==> src/rtl/uart_rx_pkg.sv <==
// Shared types and constants for the UART receive controller.
// Build option: UART_RX_CTRL_TIMEOUT_EN (see uart_rx_ctrl.sv).
package uart_rx_pkg;

  typedef logic [0:0] state_t;
  localparam state_t IDLE = 1'b0;
  localparam state_t BUSY = 1'b1;

  localparam logic [1:0] ERR_OK   = 2'b00;
  localparam logic [1:0] ERR_PAR  = 2'b01;
  localparam logic [1:0] ERR_STOP = 2'b10;
  localparam logic [1:0] ERR_TMO  = 2'b11;

  localparam int MIN_PRESCALE = 5;
  localparam int FRAME_CNT_W  = 9;

  typedef struct packed {
    logic [7:0] data;
    logic [1:0] err;
  } rx_entry_t;

  // Frame length in clocks: start + 8 data + stop (+ parity) bits.
  function automatic logic [FRAME_CNT_W-1:0] frame_clks(input logic [4:0] prescale,
                                                        input logic       parity_en);
    logic [FRAME_CNT_W-1:0] bits;
    logic [FRAME_CNT_W-1:0] ps;
    bits = parity_en ? FRAME_CNT_W'(11) : FRAME_CNT_W'(10);
    ps   = {{(FRAME_CNT_W-5){1'b0}}, prescale};
    return bits * ps;
  endfunction

endpackage

==> src/rtl/uart_rx_ctrl_fifo.sv <==
// Synchronous FIFO of 10-bit {byte, status} entries; head read straight from storage registers.
// Handshake: push accepted when not full or when a pop happens the same cycle; pop ignored when empty.
module uart_rx_ctrl_fifo
  import uart_rx_pkg::*;
#(
  parameter int FIFO_DEPTH = 4
) (
  input  logic            clk_i,
  input  logic            rst_i,
  input  logic            push_i,
  input  rx_entry_t       push_data_i,
  input  logic            pop_i,
  output rx_entry_t       head_o,
  output logic            full_o,
  output logic            empty_o,
  output logic            drop_o
);

  localparam int AW = $clog2(FIFO_DEPTH);

  logic [AW:0] wr_ptr_q, wr_ptr_d;
  logic [AW:0] rd_ptr_q, rd_ptr_d;
  logic [AW:0] count;
  rx_entry_t   mem_q [FIFO_DEPTH];
  logic        do_push;
  logic        do_pop;

  assign count   = wr_ptr_q - rd_ptr_q;
  assign full_o  = (count == (AW+1)'(FIFO_DEPTH));
  assign empty_o = (wr_ptr_q == rd_ptr_q);
  assign do_pop  = pop_i & ~empty_o;
  assign do_push = push_i & (~full_o | do_pop);
  assign drop_o  = push_i & full_o & ~do_pop;
  assign head_o  = mem_q[rd_ptr_q[AW-1:0]];

  always_comb begin
    wr_ptr_d = wr_ptr_q;
    rd_ptr_d = rd_ptr_q;
    if (do_push) wr_ptr_d = wr_ptr_q + 1'b1;
    if (do_pop)  rd_ptr_d = rd_ptr_q + 1'b1;
  end

  always_ff @(posedge clk_i or posedge rst_i) begin
    if (rst_i) begin
      wr_ptr_q <= '0;
      rd_ptr_q <= '0;
      for (int i = 0; i < FIFO_DEPTH; i++) mem_q[i] <= '0;
    end else begin
      wr_ptr_q <= wr_ptr_d;
      rd_ptr_q <= rd_ptr_d;
      if (do_push) mem_q[wr_ptr_q[AW-1:0]] <= push_data_i;
    end
  end

endmodule

==> src/rtl/uart_rx_ctrl.sv <==
// Config/sequencing controller around the UART receiver: frame tracking, config shadow, byte FIFO, error stats.
// Build option: define UART_RX_CTRL_TIMEOUT_EN to push a {00,11} entry when a frame expires without a byte.
// Consumer handshake: an entry transfers on a cycle where out_valid and out_ready are both high.
module uart_rx_ctrl
  import uart_rx_pkg::*;
#(
  parameter int FIFO_DEPTH     = 4,
  parameter int RESET_PRESCALE = 8
) (
  input  logic       CLK,
  input  logic       Reset,
  input  logic       S_Data,
  input  logic [4:0] cfg_Prescale,
  input  logic       cfg_Parity_EN,
  input  logic       cfg_Parity_type,
  input  logic       cfg_load,
  output logic       cfg_pending,
  output logic       cfg_reject,
  output logic [4:0] rx_Prescale,
  output logic       rx_Parity_EN,
  output logic       rx_Parity_type,
  input  logic       rx_Data_valid,
  input  logic [7:0] rx_P_Data,
  input  logic       rx_Parity_error,
  input  logic       rx_stop_error,
  output logic [7:0] out_data,
  output logic [1:0] out_err,
  output logic       out_valid,
  input  logic       out_ready,
  output logic       overrun,
  input  logic       clear,
  output logic [7:0] err_count,
  output state_t     dbg_state_o
);

  logic s_meta_q, s_sync_q, s_prev_q;
  logic par_prev_q, stop_prev_q;
  logic s_fall, par_rise, stop_rise;

  state_t                 state_q, state_d;
  logic [FRAME_CNT_W-1:0] cnt_q, cnt_d;
  logic                   expiry;

  logic [4:0] sh_prescale_q, sh_prescale_d;
  logic       sh_par_en_q, sh_par_en_d;
  logic       sh_par_type_q, sh_par_type_d;
  logic       pending_q, pending_d;
  logic       reject_q, reject_d;
  logic [4:0] rx_prescale_q, rx_prescale_d;
  logic       rx_par_en_q, rx_par_en_d;
  logic       rx_par_type_q, rx_par_type_d;
  logic       cfg_ok, apply;

  logic       push;
  rx_entry_t  push_entry;
  logic       err_event;
  logic [7:0] err_cnt_q, err_cnt_d;
  logic       overrun_q, overrun_d;

  rx_entry_t  head;
  logic       fifo_full, fifo_empty, fifo_drop;

  assign s_fall    = s_prev_q & ~s_sync_q;
  assign par_rise  = rx_Parity_error & ~par_prev_q;
  assign stop_rise = rx_stop_error & ~stop_prev_q;
  assign expiry    = (state_q == BUSY) && (cnt_q == FRAME_CNT_W'(1));

  // Error edges outrank a good-byte pulse; parity outranks stop.
  always_comb begin
    push            = 1'b0;
    push_entry.data = rx_P_Data;
    push_entry.err  = ERR_OK;
    if (par_rise) begin
      push           = 1'b1;
      push_entry.err = ERR_PAR;
    end else if (stop_rise) begin
      push           = 1'b1;
      push_entry.err = ERR_STOP;
    end else if (rx_Data_valid) begin
      push           = 1'b1;
      push_entry.err = ERR_OK;
    end
`ifdef UART_RX_CTRL_TIMEOUT_EN
    else if (expiry) begin
      push            = 1'b1;
      push_entry.data = 8'h00;
      push_entry.err  = ERR_TMO;
    end
`endif
  end

  assign err_event = push && (push_entry.err != ERR_OK);

  always_comb begin
    state_d = state_q;
    cnt_d   = cnt_q;
    case (state_q)
      IDLE: begin
        if (s_fall) begin
          state_d = BUSY;
          cnt_d   = frame_clks(rx_prescale_q, rx_par_en_q);
        end
      end
      BUSY: begin
        cnt_d = cnt_q - 1'b1;
        if (push || expiry) state_d = IDLE;
      end
      default: state_d = IDLE;
    endcase
  end

  // Config only reaches the receiver between frames; a start edge defers the apply.
  assign cfg_ok = cfg_load && (cfg_Prescale >= 5'(MIN_PRESCALE));
  assign apply  = pending_q && (state_q == IDLE) && !s_fall;

  always_comb begin
    sh_prescale_d = sh_prescale_q;
    sh_par_en_d   = sh_par_en_q;
    sh_par_type_d = sh_par_type_q;
    pending_d     = pending_q;
    rx_prescale_d = rx_prescale_q;
    rx_par_en_d   = rx_par_en_q;
    rx_par_type_d = rx_par_type_q;
    reject_d      = cfg_load && !cfg_ok;
    if (apply) begin
      rx_prescale_d = sh_prescale_q;
      rx_par_en_d   = sh_par_en_q;
      rx_par_type_d = sh_par_type_q;
      pending_d     = 1'b0;
    end
    if (cfg_ok) begin
      sh_prescale_d = cfg_Prescale;
      sh_par_en_d   = cfg_Parity_EN;
      sh_par_type_d = cfg_Parity_type;
      pending_d     = 1'b1;
    end
  end

  always_comb begin
    err_cnt_d = err_cnt_q;
    overrun_d = overrun_q;
    if (clear) begin
      err_cnt_d = 8'd0;
      overrun_d = 1'b0;
    end else begin
      if (err_event && (err_cnt_q != 8'hFF)) err_cnt_d = err_cnt_q + 8'd1;
      if (fifo_drop) overrun_d = 1'b1;
    end
  end

  always_ff @(posedge CLK or posedge Reset) begin
    if (Reset) begin
      s_meta_q      <= 1'b1;
      s_sync_q      <= 1'b1;
      s_prev_q      <= 1'b1;
      par_prev_q    <= 1'b0;
      stop_prev_q   <= 1'b0;
      state_q       <= IDLE;
      cnt_q         <= '0;
      sh_prescale_q <= 5'(RESET_PRESCALE);
      sh_par_en_q   <= 1'b0;
      sh_par_type_q <= 1'b0;
      pending_q     <= 1'b0;
      reject_q      <= 1'b0;
      rx_prescale_q <= 5'(RESET_PRESCALE);
      rx_par_en_q   <= 1'b0;
      rx_par_type_q <= 1'b0;
      err_cnt_q     <= 8'd0;
      overrun_q     <= 1'b0;
    end else begin
      s_meta_q      <= S_Data;
      s_sync_q      <= s_meta_q;
      s_prev_q      <= s_sync_q;
      par_prev_q    <= rx_Parity_error;
      stop_prev_q   <= rx_stop_error;
      state_q       <= state_d;
      cnt_q         <= cnt_d;
      sh_prescale_q <= sh_prescale_d;
      sh_par_en_q   <= sh_par_en_d;
      sh_par_type_q <= sh_par_type_d;
      pending_q     <= pending_d;
      reject_q      <= reject_d;
      rx_prescale_q <= rx_prescale_d;
      rx_par_en_q   <= rx_par_en_d;
      rx_par_type_q <= rx_par_type_d;
      err_cnt_q     <= err_cnt_d;
      overrun_q     <= overrun_d;
    end
  end

  uart_rx_ctrl_fifo #(
    .FIFO_DEPTH(FIFO_DEPTH)
  ) u_fifo (
    .clk_i      (CLK),
    .rst_i      (Reset),
    .push_i     (push),
    .push_data_i(push_entry),
    .pop_i      (out_ready),
    .head_o     (head),
    .full_o     (fifo_full),
    .empty_o    (fifo_empty),
    .drop_o     (fifo_drop)
  );

  assign cfg_pending    = pending_q;
  assign cfg_reject     = reject_q;
  assign rx_Prescale    = rx_prescale_q;
  assign rx_Parity_EN   = rx_par_en_q;
  assign rx_Parity_type = rx_par_type_q;
  assign out_data       = head.data;
  assign out_err        = head.err;
  assign out_valid      = ~fifo_empty;
  assign overrun        = overrun_q;
  assign err_count      = err_cnt_q;
  assign dbg_state_o    = state_q;

endmodule

==> config.mk <==
export PLATFORM = sky130hd
export DESIGN_NAME = uart_rx_ctrl
export DESIGN_NICKNAME = d
export VERILOG_FILES = /design/src/rtl/uart_rx_pkg.sv /design/src/rtl/uart_rx_ctrl_fifo.sv /design/src/rtl/uart_rx_ctrl.sv
export SDC_FILE = /design/constraint.sdc
export NUM_CORES = 1
export LEC_CHECK = 0
export ABC_AREA = 1
export BUFFER_PORTS_ARGS = -buffer_cell sky130_fd_sc_hd__buf_2
export CAP_MARGIN = 20
export CORE_MARGIN = 5
export CORE_UTILIZATION = 55
export CTS_BUF_LIST = sky130_fd_sc_hd__clkbuf_4 sky130_fd_sc_hd__clkbuf_8
export DETAILED_ROUTE_END_ITERATION = 10
export PLACE_DENSITY = 0.79
export SLEW_MARGIN = 0
export SYNTH_ARGS = -nofsm -noshare
export SYNTH_HDL_FRONTEND = slang
export SYNTH_HIERARCHICAL = 1
export SYNTH_SLANG_ARGS = --single-unit
==> constraint.sdc <==
create_clock -name CLK -period 2.2 [get_ports CLK]
set_input_delay 0.22 -clock CLK [delete_from_list [all_inputs] [get_ports CLK]]
set_output_delay 0.22 -clock CLK [all_outputs]
set_load 0.1 [all_outputs]
After elaboration in Yosys (flattened, before gate mapping)
Index checks and enable logic that the tools add are counted.

Input port bits: 24. Flip-flop bits (word level): 86. Output and inout port bits: 30.

$lt $le $gt $ge: 4. Reduce and logical (&&, ||, !) cells: 15. Bitwise operators: 17. $mul: 1. Equality and inequality tests: 5. Mux-type cells: 23. $add $sub $neg: 5.

Operators by type and width (number): bitwise mux 40 bit (1); 2-to-1 mux 10 bit (3); binary-select mux 10 bit (select 2 bit) (1); demux 10 bit (select 2 bit) (1); one-hot mux 9 bit (2 select lines) (1); 2-to-1 mux 8 bit (2); 2-to-1 mux 1 bit (10); equality test 9 x 1 -> 1 bit (second input constant) (1); multiplier 4 x 5 -> 9 bit (1); 2-to-1 mux 9 bit (1); subtractor 9 x 1 -> 9 bit (second input constant) (1); adder 8 x 1 -> 8 bit (second input constant) (1); logical AND 1 bit (8); inequality test 8 bit (second input constant) (1); nonzero test 2 bit (4); bitwise AND 1 bit (7); inverter 1 bit (7); adder 3 x 1 -> 3 bit (second input constant) (2); >= comparator 3 bit (second input constant) (2); inverter 2 -> 3 bit (2); >= comparator 5 x 3 -> 1 bit (second input constant) (1); 2-to-1 mux 2 bit (2); equality test 3 bit (1); equality test 3 bit (second input constant) (1); 7 further kinds (8).

Depth between registers and ports, before layout
Gate-level depths: netlist (run 1).

Word-level depth: 9. Depth in mapped cells: 13.

Cells and area by module
Netlist (run 1), hierarchy kept.

Modules (own cells, without submodules): uart_rx_ctrl_fifo (area an instance 2432.3 sq um, cells each 293, times used 1, seq. area each 1151.1 sq um); uart_rx_ctrl (area an instance 2260.9 sq um, cells each 277, times used 1, seq. area each 1007.2 sq um).

Worst setup path before layout (run 1)
Ideal clock, no wire load.

Path type: register -> register. From: register rx_prescale_q[1], in the netlist rx_Prescale[1]. To: register cnt_q[7]. Clock period less this slack: 2.728 ns. Buffers on the path: 0. Cell stages (with the launch flop): 12. Arrival: 2.612 ns. Slack: -0.528 ns. Cell sequence: dfrtp_1 -> ha_1 -> fa_1 -> ha_1 -> inv_1 -> nand2_1 -> nand3_1 -> nand3_1 -> nand3_1 -> nand2_1 -> nand2_1 -> nand2_1.

Word-level cells in the longest chain between the ends: 3.

RTL lines: from (decl) (RTL line uart_rx_ctrl.sv:49) `logic [4:0] rx_prescale_q, rx_prescale_d;`; from (signal assigned) (RTL line uart_rx_ctrl.sv:165) `rx_prescale_q <= 5'(RESET_PRESCALE);`; from (signal assigned) (RTL line uart_rx_ctrl.sv:183) `rx_prescale_q <= rx_prescale_d;`; multiplier 4 x 5 -> 9 bit (RTL line uart_rx_pkg.sv:29) `return bits * ps;`; 2-to-1 mux 9 bit (RTL line uart_rx_ctrl.sv:99) `if (s_fall) begin`; one-hot mux 9 bit (2 select lines) (RTL line uart_rx_ctrl.sv:97) `case (state_q)`; to (signal assigned) (RTL line uart_rx_ctrl.sv:177) `cnt_q <= cnt_d;`; to (decl) (RTL line uart_rx_ctrl.sv:41) `logic [FRAME_CNT_W-1:0] cnt_q, cnt_d;`.

Every way passes these cells. The select of a mux whose other input is x is not followed. A chain may end at the register's enable or synchronous reset.

Worst setup path after layout (run 1)
From: register rx_prescale_q[3], in the netlist rx_Prescale[3]. To: register cnt_q[5].

The elaborated chain is that of the path after synthesis.

==> results of run 1 <==
through the flow:
step,instance area (um^2),cells
after floorplan,4820,569
after global placement,5390,721
after detailed placement,5390,721
after CTS,5670,741
after global routing,5730,743
final,5730,743
registers in the layout, summed over array words and instances (netlist names), 3 cells and up:
| register | count |
|---|---|
| cnt_q | 9 |
| err_count | 8 |
| rx_Prescale | 5 |
| sh_prescale_q | 5 |
| u_fifo/mem_q | 40 |
| u_fifo/rd_ptr_q | 3 |
| u_fifo/wr_ptr_q | 3 |
repair_timing:
action,4_1_cts,5_1_grt
endpoints found under the setup margin,3,14
buffers inserted,0,2
gates resized for setup,5,11
hold endpoints to repair,23,0
pin swaps,0,6
hold buffers,4,0
how the worst min path moves through the flow:
stage | start | to | slack, ns | cells past startpoint
3_5_place_dp | Reset | u_fifo/rd_ptr_q[2] | 0.34 | 2
6_report | clear | overrun | 0.03 | 2
4_1_cts | clear | overrun | 0.01 | 2
2_1_floorplan | S_Data | s_meta_q | 0.22 | 0
3_3_place_gp | Reset | u_fifo/mem_q[1] | 0.33 | 2
5_1_grt | clear | overrun | 0.02 | 2
final cells by class:
type                       count  share of cell area, %
inverter                      53                   3.58
sequential                    86                   37.9
timing repair buffer          77                   11.0
tap                          105                   2.29
multi-input combinational    406                   41.3
clock buffer                  14                   3.25
clock inverter                 2                  0.655
cell usage in the layout, fill, tap and decap left out, types with 2 or more instances in the layout:
cell,instances
sky130_fd_sc_hd__a21oi_1,11
sky130_fd_sc_hd__buf_12,12
sky130_fd_sc_hd__buf_2,42
sky130_fd_sc_hd__buf_4,19
sky130_fd_sc_hd__clkbuf_8,13
sky130_fd_sc_hd__clkinv_1,2
sky130_fd_sc_hd__dfrtp_1,76
sky130_fd_sc_hd__dfrtp_2,3
sky130_fd_sc_hd__dfrtp_4,2
sky130_fd_sc_hd__dfstp_2,4
sky130_fd_sc_hd__dlygate4sd3_1,4
sky130_fd_sc_hd__fa_2,2
sky130_fd_sc_hd__ha_1,19
sky130_fd_sc_hd__ha_4,4
sky130_fd_sc_hd__inv_1,42
sky130_fd_sc_hd__inv_2,6
sky130_fd_sc_hd__inv_4,2
sky130_fd_sc_hd__mux2_2,4
sky130_fd_sc_hd__nand2_1,158
sky130_fd_sc_hd__nand2_2,9
sky130_fd_sc_hd__nand2_4,5
sky130_fd_sc_hd__nand3_1,29
sky130_fd_sc_hd__nand3_2,6
sky130_fd_sc_hd__nand3_4,4
sky130_fd_sc_hd__nand4_1,43
sky130_fd_sc_hd__nor2_1,47
sky130_fd_sc_hd__nor2_2,2
sky130_fd_sc_hd__nor3_1,2
sky130_fd_sc_hd__o21ai_0,33
sky130_fd_sc_hd__o21ai_1,6
sky130_fd_sc_hd__o22ai_1,2
sky130_fd_sc_hd__o22ai_2,10
sky130_fd_sc_hd__xor2_1,2
per-layer routing:
metal	wire length [um]	share of wire (%)	vias to the layer above
met4	291	2.5	0
met5	0	0	-
li1	-	-	2024
met2	5900	50	166
met3	668	5.7	30
met1	4950	42	1991
where the power goes:
group          switching [mW]  internal (mW)  total [mW]
Clock                   0.543          0.663        1.21
Combinational            4.15           2.10        6.25
Sequential              0.347           2.14        2.49
worst max-delay path, stage by stage, from the launching register on:
cell and delay, ns:
sky130_fd_sc_hd__dfstp_4 0.64, sky130_fd_sc_hd__ha_4 0.20, sky130_fd_sc_hd__fa_2 0.55, sky130_fd_sc_hd__ha_4 0.22
sky130_fd_sc_hd__inv_4 0.07, sky130_fd_sc_hd__nand2_4 0.05, sky130_fd_sc_hd__nand2_2 0.08, sky130_fd_sc_hd__xnor2_2 0.11
sky130_fd_sc_hd__nand2_1 0.07, sky130_fd_sc_hd__nand2_1 0.07, sky130_fd_sc_hd__nand2_1 0.05, sky130_fd_sc_hd__nand2_1 0.07
==> results, run 1 <==
- The flow ran to the end, but the final reports show violations.
- The checks that failed: setup timing.
- In this run the deepest clock path goes through 2 buffers.
- The number of detailed-routing iterations run before antenna repair is 4.
- In this run the critical register-to-register path is captured at cnt_q[5].
- The count of nets left with antenna violations once routing finished came out at 0.
- The average wire per cell in the routed design is between 15 and 20 um.
- The largest fanout on the critical path is 3.
- After detailed routing, the total wire length is about 12000 um.
- The startpoint identified for the worst register-to-register timing path is rx_Prescale[3].
- The min-delay analysis places its worst path in the category in2reg.
- After the first detailed-routing iteration, the DRC count stood at 260.
- The global routing stage identified its most utilized layer as met2.
- The total standard cell area after synthesis is about 4700 um^2.
- The die boundary height is 102 um.
- Port buffering added 53 buffers.
- The worst setup path category is reg2reg.
- Across the whole layout, storage elements account for around 2200 um^2.
- The via count of the first global-routing pass was 4062.
- The tightest hold path in the finished design has a slack of 0.0296 ns.
- The H-tree was split into 3 levels.
- The number of nets in the layout is 683.
- The largest net degree at the start of global routing is between 40 and 50.
- The die outline area is 10500 um^2.
- The final weighted congestion in routability-driven placement is 0.830.
- The overall track demand over capacity in global routing is a little under a quarter.
- The die extent in x is 102 um.
- The nature of the critical path startpoint is a flop.
- For this design the static power due to leakage is 2.96 nW.
- The clock-pin slew on the worst setup and hold paths is 0.08 ns.
- After technology mapping, the gate count stands at 569.
- The met3 global-route usage is 3.62%.
- The via density per instance is 5.67.
- The worst path arrival time is 2.52 ns.
- The clock sink count is 86.
- Static timing analysis puts the maximum clock frequency at between 400 and 500 MHz.
- The shortest clock period the worst path allows after layout is 2.24 ns.
- The DRC violations left is 0.
- Dividing the synthesized area by the synthesized cell count gives 8.24 um^2.
- The area growth from synthesis to layout is 22.3%.
- The insertion delay of the later-clocked pin in the worst-skew pair is around 0.35 ns.
- Summed over all failing endpoints, the final setup total negative slack is -0.0785 ns.
- STA classifies the critical path endpoint as a flop.
- The start point of the critical path is rx_Prescale[3].
- The total area inside the core boundary comes to 8260 um^2.
- The slack of the critical path is -0.0398 ns.
- Across the VDD grid, the largest voltage drop is 2020 uV.
- The final setup skew is 0.00853 ns.
- The total overflow reported by the global router is 0.
- The met1 usage is 33.0%.
- The clock buffer count from CTS is 9.
- The final setup violation count is 3.
- The starting density of the core is 56.8%.
- The worst slew slack as a fraction of its limit is between 40% and 50%.
- Power spread over the standard cell area amounts to 1740 nW/um^2.
- For this run, global-route usage on met2 was measured as 39.1%.
- For this design the top-level I/O count stands at 54.
- The number of antenna diodes is 0.
- The number of warnings printed during yosys synthesis is 6.
- Timing analysis after detailed placement gives a worst setup slack of -0.0654 ns.
- The area occupied by multi-input gates is 2370 um^2.
- The most critical setup path has its endpoint at cnt_q[5].
- The post-synth net total is between 600 and 700.
- The proportion of layout cells with a drive suffix above 1 is 24.6%.
- Across the run, the number of max-cap violations was 0.
- The tree is rooted in a sky130_fd_sc_hd__clkbuf_8.
- The critical path required time is 2.48 ns.
- The number of rows created at floorplan is 33.
- TritonCTS built the clock tree.
- The estimated wirelength of the detail-placed design is 8100 um.
- The part of the cycle the worst path needs is 102%.
- The global-route wire length before repair is 19800 um.
- The fraction of the core area covered by cells at the end of the flow is 69.4%.
- The initial antenna violation count was 0.
- Setup repair after global routing could not meet its margin everywhere.
- Counting cells, the worst reg-to-reg path comes to 11.
- The count of endpoints failing hold in the final timing report is 0.
- The power after layout is 9.95 mW.
- Counting the fill cells in the layout gives 617.
- The number of max-slew violations in the final report came to 0.
- The reg-to-reg setup timing slack is -0.04 ns.
- The total number of vias is 4211.
- The actual slew at the worst max-slew pin is 0.854 ns.
No activity file was read; power rests on OpenSTA's default activity.
==> inputs of run 2 (changes only) <==
--- a/config.mk
+++ b/config.mk
@@ -9,10 +9,10 @@
 export BUFFER_PORTS_ARGS = -buffer_cell sky130_fd_sc_hd__buf_2
 export CAP_MARGIN = 20
 export CORE_MARGIN = 5
-export CORE_UTILIZATION = 55
+export CORE_UTILIZATION = 59
 export CTS_BUF_LIST = sky130_fd_sc_hd__clkbuf_4 sky130_fd_sc_hd__clkbuf_8
 export DETAILED_ROUTE_END_ITERATION = 10
-export PLACE_DENSITY = 0.79
+export PLACE_DENSITY = 0.8
 export SLEW_MARGIN = 0
 export SYNTH_ARGS = -nofsm -noshare
 export SYNTH_HDL_FRONTEND = slang
==> constraint.sdc (replaced) <==
create_clock -name CLK -period 2.6 [get_ports CLK]
set_input_delay 0.26 -clock CLK [delete_from_list [all_inputs] [get_ports CLK]]
set_output_delay 0.26 -clock CLK [all_outputs]
set_load 0.1 [all_outputs]
==> results, run 2 (synthesized netlist as in run 1, its figures left out) <==
- The flow ran to the end, and the final reports show no timing, DRC or antenna violations.
- The die covers roughly 9800 um^2.
- For this design the ratio of total power to cell area is 1410 nW/um^2.
- The clock sink count is 86.
- The number of nets in the layout is 671.
- For the worst flop-to-flop path, the logic depth is 12.
- The starting density of the core is between 60% and 70%.
- The placeable core region is 7730 um^2.
- Setup repair after global routing left no endpoint under its margin.
- Setup violations remaining at the end of the flow were counted as 0.
- The sequential cell area is about 2200 um^2.
- The shortest clock period the worst path allows after layout is 2.38 ns.
- The worst slew slack as a fraction of its limit is a little over half.
- The layout overhead on the synthesized area is 13.5%.
- The total overflow reported by the global router is 0.
- Input and output buffers added on the ports amount to 53.
- The number of max-slew violations in the final report is 0.
- The tightest hold path in the finished design has a slack of approximately 0.025 ns.
- The type of element capturing the critical path is a flop.
- Summing over every cut layer, the via total after detailed routing is 4085.
- The worst vdd rail ir drop is 997 uV.
- Entering global routing, the biggest net connects 50 pins.
- The insertion delay of the later-clocked pin in the worst-skew pair is between 0.3 and 0.4 ns.
- The count of nets left with antenna violations once routing finished came out at 0.
- The number of H-tree branching levels is 3.
- In this run the count of I/O pins placed on the die edge is 54.
- The fmax is 420 MHz.
- In this run, flip-flops and latches consume between 20% and 30% of the power.
- The count of endpoints failing hold in the final timing report is 0.
- Cells fill 68.9% of the core in the end.
- The actual slew at the worst max-slew pin is between 0.6 and 0.7 ns.
- The tool flagged a number of max-cap violations equal to 0.
- The internal power is 3.57 mW.
- The startpoint identified for the worst register-to-register timing path is rx_Prescale[3].
- The quantity of gates resized following cts is 0.
- The clock root buffer is sky130_fd_sc_hd__clkbuf_8.
- Clock-pin slew was measured on the worst setup and hold paths at 0.09 ns.
- After detailed routing, the average wire length per cell comes to approximately 15 um.
- In the layout the commonest cells are sky130_fd_sc_hd__nand2_1, sky130_fd_sc_hd__dfrtp_1, sky130_fd_sc_hd__buf_2.
- The number of hold buffers added after CTS was 1.
- Clock tree synthesis inserted a total of 9 buffers.
- The multi-input combinational cells in the finished layout cover a total of 2190 um^2.
- The number of post-CTS setup repair buffers is 0.
- The die boundary height is ~100 um.
- The initial antenna violation count is 0.
- Of the total power, the share spent switching nets is 52.3%.
- Counting the fill cells in the layout gives 624.
- The buffer levels on the longest clock path is 2.
- The global-route wire length before repair is 18400 um.
- Using the TritonRoute via totals, the vias-per-cell ratio works out to about 5.6.
- For the worst setup path, the data arrival time is about 2.6 ns.
- The die is 99.1 um wide.
- In this run the static leakage power is ~2.8 nW.
- The top register by number of flip-flops is u_fifo/mem_q.
- The via count of the first global-routing pass is 4094.
- At the worst endpoint, the required time is 2.85 ns.
- The final setup skew is 0.0104 ns.
- The worst setup path is launched from a flop.
- The final weighted congestion in routability-driven placement is 0.865.
- In the routed design, unresolved DRC markers number 0.
- TritonCTS built the clock tree.
- The endpoint identified for the worst register-to-register timing path is cnt_q[7].
- Cells with a size suffix above 1 make up between 10% and 20% of the layout.
- The estimated wirelength of the detail-placed design is 7210 um.
- The pre-antenna-repair detailed-routing pass consisted of 5 iterations.
- The floorplan has 32 rows.
- The flip-flop count of the largest register, all copies and words added is 40.
- The critical path in this run is classified as reg2reg.
- The number of antenna diodes in the final layout is 0.
- In this run the power spent charging and discharging nets is just under 4 mW.
- The clock network is responsible for between 15 and 20% of the overall power.
- After detailed routing, the total wire length is between 10000 and 15000 um.
- The worst path uses 91.5% of the clock period.
- For flop-to-flop paths, the worst setup slack is 0.22 ns.
- The most frequent standard cell in the layout excluding fill and tap cells is sky130_fd_sc_hd__nand2_1.
- The violation count after the first detailed-route iteration is 289.
- In this run, the combinational gates consume 55.8% of the power.
- The path type of the worst min-delay path is in2async.
- The overall track demand over capacity in global routing is ~23%.
- The largest fanout on the critical path is 5.
run 2: cell count changes in the layout (fill, tap and decap cells not counted), sizes merged:
cell and delta:
clkbuf -5, buf -9, inv +1, clkinv +1
bufinv +3, dlygate4sd3 -3, clkinvlp -1
run 2: how the worst max path moves through the flow:
stage	start	endpoint	slack, ns	cells after the start
2_1_floorplan	rx_Prescale[3]	cnt_q[7]	-0.002	11
3_3_place_gp	rx_Prescale[3]	cnt_q[7]	0.37	12
3_5_place_dp	rx_Prescale[3]	cnt_q[7]	0.25	12
4_1_cts	rx_Prescale[3]	cnt_q[7]	0.23	12
5_1_grt	rx_Prescale[3]	cnt_q[6]	0.05	10
6_report	rx_Prescale[3]	cnt_q[7]	0.22	12
run 2: worst max-delay path, stage by stage (launching register included):
cell and delay (ns):
sky130_fd_sc_hd__dfstp_2 0.58, sky130_fd_sc_hd__ha_1 0.26, sky130_fd_sc_hd__fa_1 0.49, sky130_fd_sc_hd__ha_1 0.36, sky130_fd_sc_hd__inv_1 0.05, sky130_fd_sc_hd__nand2_1 0.07
sky130_fd_sc_hd__nand3_1 0.10, sky130_fd_sc_hd__nand2_1 0.08, sky130_fd_sc_hd__nand2_1 0.06, sky130_fd_sc_hd__nand3_1 0.07, sky130_fd_sc_hd__nand2_1 0.05, sky130_fd_sc_hd__nand2_1 0.06
sky130_fd_sc_hd__nand2_1 0.06
run 2: metal layers:
layer  track usage [%]  vias up  share of wire [%]
met3              4.77       16                6.6
li1                  -     1994                  -
met4              9.14        0                1.6
met5                 0        -                  0
met2              37.3      162                 49
met1              29.9     1913                 43
run 2: final cells by class:
class / count / share of cell area (%)
inverters: 53 / 3.81
flip-flops and latches: 86 / 40.6
well taps: 102 / 2.40
repair buffers: 65 / 7.19
multi-input cells: 406 / 41.1
clock buffers: 9 / 2.33
clock inverters: 6 / 2.52
run 2: stage by stage:
step           setup TNS (ns)  cell area, um^2  total power [mW]  cells  setup slack, ns
2_1_floorplan        -0.00218             4690              5.50    569         -0.00218
3_3_place_gp                0             5050              6.16    711            0.374
3_5_place_dp                0             5050              6.27    711            0.250
4_1_cts                     0             5320              7.50    727            0.230
5_1_grt                     0             5320              8.01    727           0.0527
6_report                    0             5320              7.49    727            0.220
run 2: power by group through the flow:
| stage | Clock [mW] | Combinational, mW | Sequential (mW) |
|---|---|---|---|
| final | 1.21 | 4.18 | 2.10 |
| after global routing | 1.29 | 4.55 | 2.16 |
| after CTS | 1.23 | 4.18 | 2.10 |
| after detailed placement | 0 | 4.16 | 2.11 |
| after global placement | 0 | 4.07 | 2.10 |
| after floorplan | 0 | 3.14 | 2.36 |
